<file path="src/rtl/lcd_frame_writer.sv">
// HD44780 16x2 character LCD writer: one-time power-up init, then continuous
// refresh of two 16-character rows captured as a coherent snapshot per frame.
module lcd_frame_writer #(
  parameter int POWERUP_CYC = 400000,
  parameter int EN_CYC      = 10,
  parameter int CMD_CYC     = 500,
  parameter int CLR_CYC     = 20000
) (
  input  logic         clk,
  input  logic         rst,
  input  logic [127:0] top,
  input  logic [127:0] bottom,
  output logic         lcd_rs,
  output logic         lcd_rw,
  output logic         lcd_en,
  output logic [7:0]   lcd_data,
  output logic         init_done,
  output logic         frame_done,
  output logic [2:0]   dbg_state
);

  localparam int MAX_A   = (POWERUP_CYC > CLR_CYC) ? POWERUP_CYC : CLR_CYC;
  localparam int MAX_B   = (CMD_CYC > EN_CYC) ? CMD_CYC : EN_CYC;
  localparam int MAX_CYC = (MAX_A > MAX_B) ? MAX_A : MAX_B;
  localparam int CW      = $clog2(MAX_CYC + 1);

  localparam logic [CW-1:0] PWR_LAST = CW'(POWERUP_CYC - 1);
  localparam logic [CW-1:0] EN_LAST  = CW'(EN_CYC - 1);
  localparam logic [CW-1:0] CMD_LAST = CW'(CMD_CYC - 1);
  localparam logic [CW-1:0] CLR_LAST = CW'(CLR_CYC - 1);

  typedef enum logic [2:0] {
    S_PWRUP = 3'd0,
    S_INIT  = 3'd1,
    S_ADDR0 = 3'd2,
    S_CHAR0 = 3'd3,
    S_ADDR1 = 3'd4,
    S_CHAR1 = 3'd5
  } state_e;

  // Each byte walks SETUP (1 cycle) -> PULSE (EN_CYC) -> SETTLE (W cycles).
  typedef enum logic [1:0] {
    PH_SETUP  = 2'd0,
    PH_PULSE  = 2'd1,
    PH_SETTLE = 2'd2
  } phase_e;

  state_e         state_q, state_d;
  phase_e         phase_q, phase_d;
  logic [CW-1:0]  cnt_q, cnt_d;
  logic [1:0]     idx_q, idx_d;
  logic [3:0]     col_q, col_d;
  logic [127:0]   shadow_top_q, shadow_top_d;
  logic [127:0]   shadow_bot_q, shadow_bot_d;
  logic           init_done_q, init_done_d;
  logic           frame_done_q, frame_done_d;

  logic           cur_rs;
  logic [7:0]     cur_byte;
  logic [7:0]     raw_char;
  logic [CW-1:0]  settle_last;
  logic           byte_done;

  // Byte on the bus is a pure function of state, so it holds steady for the
  // whole setup/pulse/settle window of that byte.
  always_comb begin
    cur_rs   = 1'b0;
    cur_byte = 8'h00;
    raw_char = 8'h00;
    case (state_q)
      S_INIT: begin
        case (idx_q)
          2'd0:    cur_byte = 8'h38;
          2'd1:    cur_byte = 8'h0C;
          2'd2:    cur_byte = 8'h01;
          default: cur_byte = 8'h06;
        endcase
      end
      S_ADDR0: cur_byte = 8'h80;
      S_ADDR1: cur_byte = 8'hC0;
      S_CHAR0: begin
        cur_rs   = 1'b1;
        raw_char = shadow_top_q[{~col_q, 3'b000} +: 8];
        cur_byte = (raw_char == 8'h00) ? 8'h20 : raw_char;
      end
      S_CHAR1: begin
        cur_rs   = 1'b1;
        raw_char = shadow_bot_q[{~col_q, 3'b000} +: 8];
        cur_byte = (raw_char == 8'h00) ? 8'h20 : raw_char;
      end
      default: begin
        cur_rs   = 1'b0;
        cur_byte = 8'h00;
      end
    endcase
    settle_last = (!cur_rs && cur_byte == 8'h01) ? CLR_LAST : CMD_LAST;
  end

  always_comb begin
    state_d      = state_q;
    phase_d      = phase_q;
    cnt_d        = cnt_q;
    idx_d        = idx_q;
    col_d        = col_q;
    shadow_top_d = shadow_top_q;
    shadow_bot_d = shadow_bot_q;
    init_done_d  = init_done_q;
    frame_done_d = 1'b0;
    byte_done    = 1'b0;

    if (state_q == S_PWRUP) begin
      if (cnt_q == PWR_LAST) begin
        state_d = S_INIT;
        phase_d = PH_SETUP;
        idx_d   = 2'd0;
        cnt_d   = '0;
      end else begin
        cnt_d = cnt_q + CW'(1);
      end
    end else begin
      case (phase_q)
        PH_SETUP: begin
          phase_d = PH_PULSE;
          cnt_d   = '0;
        end
        PH_PULSE: begin
          if (cnt_q == EN_LAST) begin
            phase_d = PH_SETTLE;
            cnt_d   = '0;
          end else begin
            cnt_d = cnt_q + CW'(1);
          end
        end
        default: begin
          if (cnt_q == settle_last) begin
            byte_done = 1'b1;
            phase_d   = PH_SETUP;
            cnt_d     = '0;
          end else begin
            cnt_d = cnt_q + CW'(1);
          end
        end
      endcase
    end

    // Snapshot both rows only on entry to ADDR0 so a frame never mixes content.
    if (byte_done) begin
      case (state_q)
        S_INIT: begin
          if (idx_q == 2'd3) begin
            state_d      = S_ADDR0;
            init_done_d  = 1'b1;
            shadow_top_d = top;
            shadow_bot_d = bottom;
          end else begin
            idx_d = idx_q + 2'd1;
          end
        end
        S_ADDR0: begin
          state_d = S_CHAR0;
          col_d   = 4'd0;
        end
        S_CHAR0: begin
          if (col_q == 4'd15) begin
            state_d = S_ADDR1;
            col_d   = 4'd0;
          end else begin
            col_d = col_q + 4'd1;
          end
        end
        S_ADDR1: begin
          state_d = S_CHAR1;
          col_d   = 4'd0;
        end
        S_CHAR1: begin
          if (col_q == 4'd15) begin
            state_d      = S_ADDR0;
            col_d        = 4'd0;
            frame_done_d = 1'b1;
            shadow_top_d = top;
            shadow_bot_d = bottom;
          end else begin
            col_d = col_q + 4'd1;
          end
        end
        default: state_d = S_PWRUP;
      endcase
    end
  end

  always_ff @(posedge clk) begin
    if (rst) begin
      state_q      <= S_PWRUP;
      phase_q      <= PH_SETUP;
      cnt_q        <= '0;
      idx_q        <= 2'd0;
      col_q        <= 4'd0;
      shadow_top_q <= '0;
      shadow_bot_q <= '0;
      init_done_q  <= 1'b0;
      frame_done_q <= 1'b0;
    end else begin
      state_q      <= state_d;
      phase_q      <= phase_d;
      cnt_q        <= cnt_d;
      idx_q        <= idx_d;
      col_q        <= col_d;
      shadow_top_q <= shadow_top_d;
      shadow_bot_q <= shadow_bot_d;
      init_done_q  <= init_done_d;
      frame_done_q <= frame_done_d;
    end
  end

  assign lcd_rs     = cur_rs;
  assign lcd_rw     = 1'b0;
  assign lcd_en     = (state_q != S_PWRUP) && (phase_q == PH_PULSE);
  assign lcd_data   = cur_byte;
  assign init_done  = init_done_q;
  assign frame_done = frame_done_q;
  assign dbg_state  = state_q;

endmodule

</file>
<file path="config.mk">
export PLATFORM = sky130hd
export DESIGN_NAME = lcd_frame_writer
export DESIGN_NICKNAME = d
export VERILOG_FILES = /design/src/rtl/lcd_frame_writer.sv
export SDC_FILE = /design/constraint.sdc
export NUM_CORES = 1
export LEC_CHECK = 0
export BUFFER_PORTS_ARGS = -buffer_cell sky130_fd_sc_hd__buf_4
export CORE_ASPECT_RATIO = 0.6
export CORE_UTILIZATION = 55
export DETAILED_ROUTE_END_ITERATION = 7
export PLACE_DENSITY = 0.85
export SYNTH_ARGS = -nofsm -noshare
export SYNTH_HDL_FRONTEND = slang
export SYNTH_SLANG_ARGS = --single-unit
export TNS_END_PERCENT = 5
</file>
<file path="constraint.sdc">
create_clock -name clk -period 3.04 [get_ports clk]
set_input_delay 0.152 -clock clk [delete_from_list [all_inputs] [get_ports clk]]
set_output_delay 0.152 -clock clk [all_outputs]
set_load 0.03 [all_outputs]
</file>
==> out/results.tsv, run 1 <==
metric	value	unit
cts_sinks	288	
cellPowerDensity	422	nW/um^2
crit_fanout	7	
antenna_found_initial	4	
grt_setup_unrepaired	yes	
status	finished, violations left	
period_minus_slack	3080	ps
grt_use_total	42.1	%
crit_required	2890	ps
syn-cell-area	12700	sq um
synth_enable_flop_cells	0	
r2r-end	shadow_top_q[99]	
synth_flop_cell	dfxtp_1	
via_per_inst	6.02	
fin_cells	2332	
drt-total-wl	51.3	mm
worstMarginPinSlew	1000	ps
synth_top_cell_by_area	dfxtp_1	
slew_violations	0	
cts_tree	done	
violations	negative setup slack	
insertion_delay	550	ps
synth.area.top_cells	dfxtp_1 46%, nand2_1 16%, mux4_2 11%	
fin_ws	-39.2	ps
clkPwrFrac	43.9	%
initial_utilization	56.7	%
met1_length	19.4	mm
clock-root-buffer	clkbuf_16	
port_buffers	272	
hold_path.startpoint	rst	
finalHoldViolCount	0	
grt-ovfl-total	0	
max_freq	325	MHz
die_y	120	um
drt-wirelength-per-cell	22.0	um
die_area	23700	sq um
yosysTopAreaCellShare	45.5	%
drt_iter0_drc	1792	
r2r-start	idx_q[0]	
final_nets	2265	
final_util	83.9	%
h-tree-depth	1	
grt_pass1_vias	13791	
netlist_instances	1507	
seq_area_frac_synth	45.5	%
die_x	198	um
grt_pass1_wl	76.7	mm
worst_r2r_path_depth	9	
gp_congestion	1.00	
synth.avg_cell_area	8.40	sq um
route.detailed.drc	0	
finalCritPeriodShare	101	%
hold_path_class	primary input to flop	
cp.arrival	2930	ps
clk_path_buf_depth	3	
grt_max_degree	148	
cap_violations	0	
vdd_ir_drop_max	0.000343	V
via_count	14041	
seq_power_share	47.7	%
path_class	flop to output port	
switching_share	22.2	%
rows	42	
core	22300	sq um
dr_wl_met3	6.27	mm
setup_violations	1	
highest_layer	met4	
synth-seq-cells	288	
ys_warn_count	0	
r2r_slack	150	ps
dr_wl_met2	23.0	mm
synth_nets	1772	
end_kind	output port	
dp_cells	2011	
start_kind	flop	
combPwrFrac	8.4	%
holdPathStages	2	
dp_hpwl	28.6	mm
cts_made_buffers	26	
p_int	6.15	mW
path_clk_slew	70	ps
first_pass_iters	6	
leakage	6.89	nW
power.switching	1.76	mW
finClkSkew	13.8	ps
yosysUniqueCellTypes	57	
relSlewSlack	33.1	%
ioPinCount	274	
ys_async_sr_fraction	0	%
drive_gt1_share	23.7	%
ant_nets	0	
area_growth	47.9	%
hold_path_end	shadow_top_q[44]	
[power by group through the flow]
stage               Sequential [mW]  Combinational [mW]  Clock (mW)
floorplan                      3.86              0.0700           0
global placement               3.86               0.355           0
detailed placement             3.86               0.354           0
CTS                            3.78               0.621        3.43
global route                   3.78               0.687        3.63
finish                         3.78               0.664        3.47
[cell usage after synthesis (all sizes together), types with 8 or more instances]
| cell type | n |
|---|---|
| clkbuf | 45 |
| buf | 71 |
| a21oi | 272 |
| nand2 | 546 |
| a22oi | 23 |
| xor2 | 9 |
| nor2 | 37 |
| mux2i | 11 |
| mux4 | 64 |
| nor3 | 13 |
| o21ai | 18 |
| inv | 11 |
| nand3 | 14 |
| xnor2 | 8 |
| dfxtp | 288 |
[per-stage QoR]
stage	setup TNS, ps	area, sq um	setup WS, ps	hold WS [ps]	power, mW
after global routing	-131	18700	-122	422	8.09
after global placement	0	15000	330	409	4.22
final	-39.2	18700	-39.2	387	7.91
after detailed placement	0	15000	247	412	4.22
after floorplan	0	12700	264	292	3.93
after CTS	0	18600	1.49	374	7.83
[layout make-up]
| type | count | area, sq um |
|---|---|---|
| Tap cell | 308 | 385 |
| Multi-Input combinational cell | 1092 | 6430 |
| Clock inverter | 11 | 138 |
| Fill cell | 1133 | 3600 |
| Inverter | 11 | 41.3 |
| Timing Repair Buffer | 581 | 5220 |
| Clock buffer | 37 | 733 |
| Antenna cell | 4 | 10.0 |
| Sequential cell | 288 | 5780 |
[worst max path at each step]
stage	start	endpoint	slack (ps)	cells past startpoint
5_1_grt	col_q[1]	lcd_data[5]	-120	10
2_1_floorplan	col_q[1]	lcd_data[5]	260	9
6_report	col_q[0]	lcd_data[5]	-40	9
4_1_cts	col_q[0]	lcd_data[5]	1	9
3_3_place_gp	col_q[1]	lcd_data[5]	330	8
3_5_place_dp	idx_q[0]	shadow_top_q[104]	250	9
[placed cells by master, fill, tap and decap left out, types with 8 or more instances in the layout]
cell type	Yosys	final
a21oi_1	272	272
a22oi_1	23	13
a22oi_2	0	10
buf_12	0	15
buf_4	3	304
clkbuf_1	45	8
clkbuf_16	0	27
dfxtp_1	288	285
dlygate4sd3_1	0	256
inv_1	11	11
mux2i_1	11	10
mux4_2	64	64
nand2_1	546	544
nand3_1	14	13
nor2_1	27	26
nor2_2	10	11
nor3_1	13	12
o21ai_0	18	18
xnor2_1	8	8
xor2_1	9	9
[routing by layer]
layer	track usage, %	vias to the layer above
met3	9.42	238
met5	0	-
met1	55.8	6597
li1	-	6106
met4	18.2	0
met2	66.4	1100
[worst max-delay path, stage by stage, from the launching register on]
cell	delay, ps
dfxtp_4	410
buf_12	120
buf_12	120
mux4_2	530
a22oi_2	250
nand2_2	130
nor4_2	300
nand2_1	100
o211ai_1	220
buf_4	200
[what timing repair did]
| action | in CTS | in global routing |
|---|---|---|
| endpoints found under the setup margin | 5 | 62 |
| gates resized for setup | 5 | 26 |
| hold buffers | 256 | 0 |
| gates cloned | 0 | 0 |
| setup buffers | 12 | 1 |
| pin swaps | 0 | 9 |
| endpoints found under the hold margin | 256 | 0 |
[registers in the layout, summed over array words and instances, names as in the netlist]
register and flops:
dbg_state 3, shadow_bot_q 128, cnt_q 19, phase_q 2, col_q 4, idx_q 2
shadow_top_q 128, frame_done 1, init_done 1
[cells by family after synthesis]
family          Yosys count  synth area share (%)
compound gates          332                  14.1
xor+xnor                 17                  1.18
fa+ha+maj                 7                 0.692
buf+inv                 127                  4.65
flops                   288                  45.5
mux                      76                  12.3
other cells               1                0.0296
simple gates            659                  21.5
Note: power is estimated with default switching activity, not from simulation.
==> run 2: changes to the inputs <==
RECOVER_POWER = 25   (was not set)
==> out/results.tsv, run 2 (synthesis results as in run 1) <==
metric	value	unit
grt-ovfl-total	0	
worst_r2r_path_depth	8	
power.switching	1.76	mW
cellPowerDensity	424	nW/um^2
vdd_ir_drop_max	0.000352	V
grt_setup_unrepaired	yes	
dr_wl_met2	23.1	mm
slew_violations	0	
cts_tree	done	
seq_power_share	47.7	%
die_area	23700	sq um
met1_length	19.5	mm
status	finished, violations left	
leakage	6.86	nW
drive_gt1_share	23.2	%
die_y	120	um
placed_cell_area	15000	sq um
via_per_inst	6.02	
clk_path_buf_depth	3	
combPwrFrac	8.4	%
finalHoldViolCount	0	
cp.arrival	2910	ps
path_class	flop to output port	
path_clk_slew	70	ps
route.detailed.drc	0	
core	22300	sq um
switching_share	22.3	%
final_nets	2265	
grt_max_degree	148	
drt-wirelength-per-cell	22.0	um
ioPinCount	274	
dr_wl_met3	6.25	mm
grt_pass1_vias	13791	
hold_path_class	primary input to flop	
cts_sinks	288	
cap_violations	0	
setup_violations	1	
grt_pass1_wl	76.7	mm
antenna_found_initial	4	
finClkSkew	14.8	ps
worstMarginPinSlew	1000	ps
final_common_cell	nand2_1	
via_count	14047	
reg.largest.list	shadow_bot_q x128, shadow_top_q x128, cnt_q x19	
drt-total-wl	51.3	mm
cts_made_buffers	26	
crit_fanout	10	
die_x	198	um
gp_congestion	1.00	
first_pass_iters	6	
design_area	18700	sq um
violations	negative setup slack	
ant_nets	0	
fin_ws	-19.4	ps
port_buffers	272	
max_freq	327	MHz
finalSetupTns	-19.4	ps
clkPwrFrac	43.9	%
clock-root-buffer	clkbuf_16	
end_kind	output port	
grt_use_total	42.1	%
finalCritPeriodShare	101	%
mostFrequentLayoutCells	544 x nand2_1, 298 x buf_4, 285 x dfxtp_1	
initial_utilization	56.7	%
relSlewSlack	33.4	%
drt_iter0_drc	1856	
start_kind	flop	
rows	42	
insertion_delay	550	ps
period_minus_slack	3060	ps
h-tree-depth	1	
dp_hpwl	28.6	mm
p_int	6.15	mW
area_growth	47.4	%
crit_required	2890	ps
holdPathStages	2	
highest_layer	met4	
-- run 2: path summary, 6_finish.rpt --
kind | startpoint | to | slack (ps)
worst max-delay path | col_q[1] | lcd_data[5] | -20
worst min-delay path | rst | shadow_top_q[61] | 390
worst max register to register | idx_q[0] | shadow_top_q[12] | 90
worst min register to register | shadow_top_q[101] | shadow_top_q[101] | 450
-- run 2: power groups by stage --
stage	Sequential [mW]	Combinational, mW	Clock, mW
2_1_floorplan	3.86	0.0700	0
3_3_place_gp	3.86	0.355	0
3_5_place_dp	3.86	0.354	0
4_1_cts	3.78	0.621	3.43
5_1_grt	3.78	0.687	3.63
6_report	3.78	0.663	3.48
-- run 2: timing repair --
item | 4_1_cts | 5_1_grt
gates resized for setup | 5 | 26
hold buffers | 256 | 0
setup buffers | 12 | 1
setup endpoints to repair | 5 | 62
pin swaps | 0 | 9
endpoints found under the hold margin | 256 | 0
-- run 2: layer usage --
layer | vias to the layer above | track usage (%)
li1 | 6113 | -
met1 | 6593 | 55.8
met2 | 1118 | 66.4
met3 | 223 | 9.42
met4 | 0 | 18.2
met5 | - | 0
-- run 2: worst max-delay path, cell delays in order, from the launching register on --
cell and delay, ps:
dfxtp_4 410, buf_12 120, buf_4 190, mux4_2 510
mux2i_1 220, mux2i_1 170, nor4_2 300, nand4_1 110
o211ai_1 130, buf_4 200
-- run 2: final cells by class --
cell class	instances	area, sq um
Multi-Input combinational cell	1092	6420
Sequential cell	288	5780
Timing Repair Buffer	581	5170
Fill cell	1146	3660
Clock buffer	37	733
Tap cell	308	385
Clock inverter	11	138
Inverter	11	41.3
Antenna cell	4	10.0
-- run 2: through the flow --
step / util [%] / hold WS (ps) / power [mW] / worst slack, ps / std cells
finish: 83.6 / 385 / 7.92 / -19.4 / 2332
global route: 83.6 / 422 / 8.09 / -122 / 2332
CTS: 83.3 / 374 / 7.83 / 1.49 / 2327
detailed placement: 67.2 / 412 / 4.22 / 247 / 2011
global placement: 67.2 / 409 / 4.22 / 330 / 2011
floorplan: - / 292 / 3.93 / 264 / 1507
==> run 3: changes to the inputs <==
CORE_MARGIN = 2   (was not set)
CORE_UTILIZATION = 25   (was 55)
PLACE_DENSITY = 0.47   (was 0.85)
==> out/results.tsv, run 3 (synthesis results as in run 1) <==
metric	value	unit
status	finished, violations left	
violations	negative setup slack	
mostFrequentLayoutCells	545 x nand2_1, 313 x buf_4, 285 x dfxtp_1	
clk_path_buf_depth	3	
crit_required	2890	ps
ioPinCount	274	
pre_cts_slack	157	ps
die_y	178	um
worstMarginPinSlew	891	ps
insertion_delay	580	ps
port_buffers	272	
cap_violations	0	
r2r-start	col_q[0]	
area_growth	54.1	%
end_kind	output port	
grt_pass1_wl	76.1	mm
drt_iter0_drc	967	
clock-root-buffer	clkbuf_16	
hold_path_end	init_done	
placed_cell_area	15800	sq um
ant_nets	0	
grt_setup_unrepaired	yes	
leakage	7.05	nW
gp_congestion	0.915	
num_antenna_cells	0	
die_area	52500	sq um
grt_use_total	19.1	%
hold_path.startpoint	rst	
finalHoldViolCount	0	
startpoint	col_q[0]	
setup_violations	1	
p_total	8.14	mW
cts_tree	done	
via_count	12756	
r2r_slack	90	ps
hold_path_class	primary input to flop	
cellPowerDensity	417	nW/um^2
route.detailed.drc	0	
grt_pass1_vias	12877	
path_class	flop to output port	
drt-total-wl	51.0	mm
antenna_found_initial	0	
grt_max_degree	135	
rows	63	
finalCritPeriodShare	103	%
fillers	5028	
via_per_inst	4.66	
core	49700	sq um
final_common_cell	nand2_1	
first_pass_iters	6	
max_freq	318	MHz
r2r-end	shadow_top_q[107]	
initial_utilization	25.5	%
fin_ws	-102	ps
h-tree-depth	1	
crit_fanout	7	
finClkSkew	20.8	ps
worst_r2r_path_depth	13	
design_area	19500	sq um
die_x	295	um
vdd_ir_drop_max	0.000443	V
dp_hpwl	36.8	mm
slew_violations	0	
final_nets	2297	
grt-ovfl-total	0	
start_kind	flop	
relSlewSlack	40.6	%
final_util	39.2	%
path_clk_slew	70	ps
period_minus_slack	3140	ps
drt-wirelength-per-cell	18.6	um
cts_made_buffers	30	
drive_gt1_share	23.7	%
cts_sinks	288	
cp.arrival	2990	ps
reg.largest.list	shadow_bot_q x128, shadow_top_q x128, cnt_q x19	
holdPathStages	2	
[run 3: cell count changes in the layout (fill, tap and decap cells not counted), sizes merged]
cell	before	now
buf	317	342
clkbuf	45	58
inv	13	12
bufinv	3	2
diode	4	0
clkinvlp	1	0
[run 3: final cells by class]
| class | count | area [sq um] | share of cell area, % |
|---|---|---|---|
| Clock inverter | 8 | 105 | 0.539 |
| Clock buffer | 47 | 875 | 4.48 |
| Tap cell | 682 | 853 | 4.37 |
| Inverter | 11 | 41.3 | 0.212 |
| Multi-Input combinational cell | 1092 | 6360 | 32.6 |
| Sequential cell | 288 | 5780 | 29.6 |
| Timing Repair Buffer | 609 | 5500 | 28.2 |
[run 3: worst max-delay path by stage]
stage          cells past startpoint               end
6_report                           8       lcd_data[5]
5_1_grt                            9       lcd_data[5]
4_1_cts                            9       lcd_data[5]
3_5_place_dp                      10  shadow_top_q[14]
3_3_place_gp                       8       lcd_data[5]
2_1_floorplan                      9       lcd_data[5]
[run 3: timing repair]
item	CTS	global route
buffers inserted	14	2
gates resized for setup	19	4
hold buffers	256	0
cloned	1	0
setup endpoints to repair	7	8
pin swaps	7	2
hold endpoints to repair	256	0
[run 3: metrics by stage]
stage / cells / setup TNS [ps] / hold slack (ps)
after floorplan: 1507 / 0 / 292
final: 2737 / -102 / 90.7
after global routing: 2737 / -4280 / 150
after CTS: 2735 / -202 / 102
after detailed placement: 2409 / 0 / 411
after global placement: 2409 / 0 / 412
[run 3: power breakdown]
group | leakage (nW) | internal (mW) | total, mW | switching, mW
sequential | 2.32 | 3.77 | 3.78 | 0.00498
combinational | 4.25 | 0.436 | 0.648 | 0.211
clock | 0.481 | 2.14 | 3.71 | 1.57
total | 7.05 | 6.35 | 8.14 | 1.79
[run 3: per-layer routing]
layer	part of all wire, %	vias up	routed length, um	GRT usage (%)
li1	-	6192	-	-
met1	47	6146	24000	26.9
met2	45	354	23000	30.5
met3	5.5	64	2810	3.18
met4	2.3	0	1150	4.42
met5	0	-	0	0
[run 3: critical path, stage by stage (launching register included)]
cell and delay (ps):
dfxtp_4 450, buf_12 160, mux4_2 590, a22oi_2 220, nand2_2 100, nor4_2 250, nand2_1 90, o211ai_1 310
buf_4 230
